`src/rtl/mux16_arbiter.sv`:
```
// mux16_arbiter: round-robin arbiter and select sequencer for a shared 16:1 bit mux.
// Define ARB_PREEMPT_EN to bound ownership to MAX_HOLD cycles while others are waiting.
module mux16_arbiter #(
   parameter int MAX_HOLD = 8
) (
   input  logic        clk_i,
   input  logic        reset_n_i,
   input  logic [15:0] req_i,
   input  logic [15:0] data_in_i,
   output logic [15:0] gnt_o,
   output logic [3:0]  sel_o,
   output logic        busy_o,
   output logic        data_out_o,
   output logic        data_valid_o
);
   typedef enum logic {IDLE, OWN} state_t;
   state_t     state_q, state_d;
   logic [3:0] ptr_q, ptr_d, owner_q, owner_d, win;
   logic       data_out_q, data_valid_q, exit_own;
   if (MAX_HOLD < 2 || MAX_HOLD > 255) begin : g_bad_max_hold
      $error("MAX_HOLD must be within 2..255");
   end
   // lowest rotated offset from ptr wins, so scan offsets from high to low
   always_comb begin
      win = ptr_q;
      for (int i = 15; i >= 0; i--)
         if (req_i[ptr_q + 4'(i)]) win = ptr_q + 4'(i);
   end
`ifdef ARB_PREEMPT_EN
   localparam logic [7:0] CNT_MAX = 8'(MAX_HOLD - 1);
   logic [7:0] cnt_q, cnt_d;
   assign cnt_d    = state_q == IDLE ? 8'd0 : cnt_q == CNT_MAX ? cnt_q : cnt_q + 8'd1;
   assign exit_own = !req_i[owner_q] || (cnt_q == CNT_MAX && (req_i & ~(16'h1 << owner_q)) != '0);
   always_ff @(posedge clk_i or negedge reset_n_i) begin
      if (!reset_n_i) cnt_q <= '0;
      else cnt_q <= cnt_d;
   end
`else
   assign exit_own = !req_i[owner_q];
`endif
   always_comb begin
      state_d = state_q;
      ptr_d   = ptr_q;
      owner_d = owner_q;
      if (state_q == IDLE) begin
         if (req_i != '0) begin
            state_d = OWN;
            owner_d = win;
         end
      end else if (exit_own) begin
         state_d = IDLE;
         ptr_d   = owner_q + 4'd1;
      end
   end
   always_ff @(posedge clk_i or negedge reset_n_i) begin
      if (!reset_n_i) begin
         state_q      <= IDLE;
         ptr_q        <= '0;
         owner_q      <= '0;
         data_out_q   <= 1'b0;
         data_valid_q <= 1'b0;
      end else begin
         state_q      <= state_d;
         ptr_q        <= ptr_d;
         owner_q      <= owner_d;
         data_out_q   <= data_in_i[owner_q];
         data_valid_q <= state_q == OWN;
      end
   end
   // select only moves on IDLE->OWN, so the grant is never live during a sel change
   assign gnt_o        = state_q == OWN ? 16'h1 << owner_q : '0;
   assign sel_o        = owner_q;
   assign busy_o       = state_q == OWN;
   assign data_out_o   = data_out_q;
   assign data_valid_o = data_valid_q;
endmodule

```
`config.mk`:
```
export PLATFORM = sky130hd
export DESIGN_NAME = mux16_arbiter
export DESIGN_NICKNAME = d
export VERILOG_FILES = /design/src/rtl/mux16_arbiter.sv
export SDC_FILE = /design/constraint.sdc
export NUM_CORES = 1
export LEC_CHECK = 0
export BUFFER_PORTS_ARGS = -buffer_cell sky130_fd_sc_hd__buf_2
export CORE_ASPECT_RATIO = 0.6
export CORE_MARGIN = 2
export CORE_UTILIZATION = 60
export CTS_BUF_LIST = sky130_fd_sc_hd__clkbuf_8
export DETAILED_ROUTE_END_ITERATION = 16
export MAX_ROUTING_LAYER = met4
export PLACE_DENSITY_LB_ADDON = 0.08
export SLEW_MARGIN = 30
export SYNTH_ARGS = -nofsm -noshare
export SYNTH_HDL_FRONTEND = slang
export SYNTH_SLANG_ARGS = --single-unit
```
`constraint.sdc`:
```
create_clock -name clk_i -period 9.7 [get_ports clk_i]
set_clock_uncertainty 0.1 [all_clocks]
set_input_delay 1.94 -clock clk_i [delete_from_list [all_inputs] [get_ports clk_i]]
set_output_delay 1.94 -clock clk_i [all_outputs]
set_load 0.005 [all_outputs]
```
Word level (Yosys, flattened, before mapping)
Index checks and enable logic that the tools add are counted.
{"block": "word_totals", "reg_bits": 11, "inputBits": 34, "wordCells": 100}
{"block": "op_classes", "addsub": 16, "magnitude_cmp": 17, "shifts": 1, "n_mux": 56, "n_bitwise": 2, "reduce_logical": 3}
{"operator": "$lt A4 B5 Y1 const B", "count": 17}
{"operator": "$bmux W1 S4", "count": 18}
{"operator": "$mux W4", "count": 16}
{"operator": "$add A4 B4 Y4 const B", "count": 8}
{"operator": "$mux W1", "count": 21}
{"operator": "$add A4 B3 Y4 const B", "count": 4}
{"operator": "$mux W16", "count": 1}
{"operator": "$reduce_bool A16 Y1", "count": 1}
{"operator": "$shl A1 B4 Y16 const A", "count": 1}
{"operator": "$add A4 B1 Y4 const B", "count": 2}
{"operator": "$add A4 B2 Y4 const B", "count": 2}
{"operator": "$reduce_and A2 Y1", "count": 2}
{"operator": "$not A1 Y1", "count": 2}

Logic depth before layout (Yosys ltp)
{"block": "logic_depth", "depth_word": 19, "mapped_depth": 15, "ltp_nobuf": 10}

Worst setup path after synthesis
No wires, ideal clock.
{"block": "synth_timing", "kind": "input to register", "startpoint": "input req_i[6]", "endpoint": "register owner_q[0] (netlist: sel_o[0])", "setup_ps": 69, "arrival_ps": 3999, "required_time_ps": 9531, "setup_slack_ps": 5532, "stages": 8, "n_path_buf": 0, "cell_sequence": "mux4_2 -> mux2_2 -> a22oi_1 -> nand2b_1 -> o2111ai_1 -> a41oi_1 -> or4_1 -> nand3_1"}
{"block": "synth_between", "elab_chain_cells": 18, "word_cells_on_any_way": 50, "cone_classes": "48 x mux; 2 x reduce/logical"}
{"element": "start, declared", "line_no": "8", "rtl": "input logic [15:0] req_i,"}
{"element": "$bmux W1 S4", "line_no": "27", "rtl": "if (req_i[ptr_q + 4'(i)]) win = ptr_q + 4'(i);"}
{"element": "$mux W1 (not written as such)", "line_no": "27"}
{"element": "$mux W4 (16 in series)", "line_no": "27"}
{"element": "end signal, assigned", "line_no": "65", "rtl": "owner_q <= owner_d;"}
{"element": "end, declared", "line_no": "18", "rtl": "logic [3:0] ptr_q, ptr_d, owner_q, owner_d, win;"}
Several ways; a longest one is shown, not always the timed one. The select of a mux whose other input is x is not followed.
A chain may end at the register's enable or synchronous reset.

Worst setup path in the final report
{"block": "layout_timing", "startpoint": "register ptr_q[0]", "endpoint": "register owner_q[3] (netlist: sel_o[3])"}
{"block": "layout_between", "elab_chain_cells": 19, "word_cells_on_any_way": 63, "cone_classes": "15 x add/sub; 48 x mux"}
{"element": "start, declared", "line_no": "18"}
{"element": "start signal, assigned", "line_no": "64", "rtl": "ptr_q <= ptr_d;"}
{"element": "$add A4 B4 Y4", "line_no": "27"}
{"element": "$bmux W1 S4", "line_no": "27"}
{"element": "$mux W1 (not written as such)", "line_no": "27"}
{"element": "$mux W4 (15 in series)", "line_no": "27"}
{"element": "$mux W4 (*)", "line_no": "27"}
Mark *: on every way between the ends. The rest lies on a longest branch, timed or not. The select of a mux whose other input is x is not followed.

==> flow_summary.ini <==
[clock_tree]
cts_buffer_depth = 2
cts_setup_buffers = 0
htreeDepth = 1
cts_resized = 0
hold_buffers = 0
numClockSinks = 11
numCtsBuffers = 3
clk_latency_ns = 0.24
cts_tree = yes
clkTransAtPathRegs_ns = 0.05
clockRootBuffer = clkbuf_8

[setup_path]
critical-path-top-delay-family = multiplexers
slowest_delay_ns = 0.83
end_kind = flop
path_cells = buf_4 > inv_2 > ha_1 > mux4_2 > mux2_2 > mux2_2 > nor2_1 > o21ai_1 > or4_1 > a211oi_1 > a2111o_1
worst-path-buf-inv = 2
critPathRequiredTime_ns = 9.79
worst_ep_arrival_time_ns = 4.50
start_kind = flop
crit_top_cell = mux2_2
criticalPathCategory = reg -> reg
cp_max_fo = 35
crit_slowest_cell = ha_1

[drt]
drt_pass1_iterations = 5
avgViaCountPerCell = 6.98
drtAntennaViolNets = 0
vias = 3162
wl_per_cell_um = 19.8
post-route-drc-count = 0
wl_um = 8980
first_iter_violations = 396

[place]
hpwl_um = 6890
gp_congestion = 0.953
place_ws_ns = 5.12
port_buffers = 56

[logic_synthesis]
async_reset_ff_share_pct = 100
synthTopCellsByArea = mux4_2, dfrtp_1, mux2i_1
ys_seq_elements = 11
post-synth-top-area-cell = mux4_2
synth_ff_type = dfrtp_1
syn_area_sq_mm = 0.00314
yosysMostFrequentCell = nor2_1
synth-seq-area-share_pct = 8.78
syn_area_per_cell_sq_um = 9.01
yosysWarnings = 0
syn-num-nets = 395
yosysTopAreaCellShare_pct = 25.8
ys_types = 59
syn_inst = 348
synthTopCellsByCount = nor2_1, mux4_2, nand2_1, mux2i_1, nor3_1
synth_edf_count = 0

[floorplan]
die_area_sq_mm = 0.00584
die_w_um = 97.3
coreArea_sq_mm = 0.00505
start_util_pct = 62.1
rows = 20
die_h_um = 60.0
ios = 57

[sta]
rsz0062_at_grt = no
fmax_ghz = 0.226
finalSetupViolations = 0
relSlewSlack_pct = 35.1
final_hold_viol_count = 0
fin_crit_ns = 4.42
slew_viol_final = 0
fin_ws_ns = 5.28
min_period_over_period_pct = 45.5
tightest_slew_ns = 0.974
finalSetupTns_ns = 0

[grt]
gr-total-overflow = 0
antenna_found_initial = 0
grt_usage_pct = 31.9
grt_pass1_vias = 2642
grt_start_max_net_pins = 36
grt_pass1_wl_um = 14100

[cells_and_area]
antenna-diode-count = 0
drive_gt1_share_pct = 32.3
nets = 435
final_core_util_pct = 68.2
area_growth_pct = 9.89
fillers = 407

[outcome]
status = finished clean

[hold_path]
hold_path.class = reg -> reg

[run]
cap_viol_max_count = 0
worst paths after layout:
path                            startpoint            to  slack, ns  cells after the start
worst max-delay path              ptr_q[0]      sel_o[3]       5.28                     11
worst min-delay path                busy_o  data_valid_o       0.54                      0
worst max register to register    ptr_q[0]      sel_o[3]       5.28                     11
worst min register to register      busy_o  data_valid_o       0.54                      0
max in group asynchronous        reset_n_i      ptr_q[0]       7.84                      1
min in group asynchronous        reset_n_i    data_out_o       1.45                      1
per-stage QoR:
step / hold WS (ns) / instance area [sq um] / instances
final: 0.538 / 3450 / 453
after floorplan: 0.294 / 3140 / 348
after global routing: 0.558 / 3450 / 453
after detailed placement: 0.513 / 3400 / 449
after CTS: 0.525 / 3450 / 453
after global placement: 0.495 / 3400 / 449
cells in the final DEF (no fill, tap or decap), drive strengths merged, types with 5 or more instances in the layout:
master / netlist / routed
nand3: 10 / 10
inv: 12 / 13
xnor2: 10 / 10
o21ai: 15 / 15
or4: 5 / 5
ha: 13 / 13
mux2i: 26 / 26
nand2: 25 / 25
nor3: 16 / 16
dfrtp: 11 / 11
nor4: 7 / 7
nor2: 37 / 37
a21oi: 10 / 10
nand2b: 9 / 9
mux4: 36 / 36
buf: 12 / 59
mux2: 21 / 21
state kept, by name, indices dropped and copies added, names as in the netlist:
register,cells
data_out_o,1
data_valid_o,1
busy_o,1
ptr_q,4
sel_o,4
routing by layer:
layer	vias to the layer above	GRT usage [%]	part of all wire, %
met1	1532	48.7	46
li1	1436	-	-
met4	0	3.17	0.61
met2	183	46.4	43
met5	-	-	0
met3	11	5.03	10
cells by family after synthesis:
kind of cell	share of synthesized area (%)
AND/OR/NAND/NOR	19.1
multiplexers	41.9
AO/OA/AOI/OAI	15.1
buffers and inverters	5.26
XOR/XNOR	4.59
adder cells (fa/ha/maj)	5.19
flip-flops	8.78
cell type report:
cell class / count / area [sq um] / share of cell area, %
repair buffers: 59 / 303 / 8.78
clock buffers: 3 / 41.3 / 1.20
well taps: 66 / 82.6 / 2.40
clock inverters: 1 / 3.75 / 0.109
multi-input cells: 301 / 2700 / 78.2
inverters: 12 / 45.0 / 1.31
flip-flops and latches: 11 / 275 / 7.99
Power is left out: the tool's default activity adds up to more than one toggle a clock period on the data nets, which glitch-free logic cannot reach.
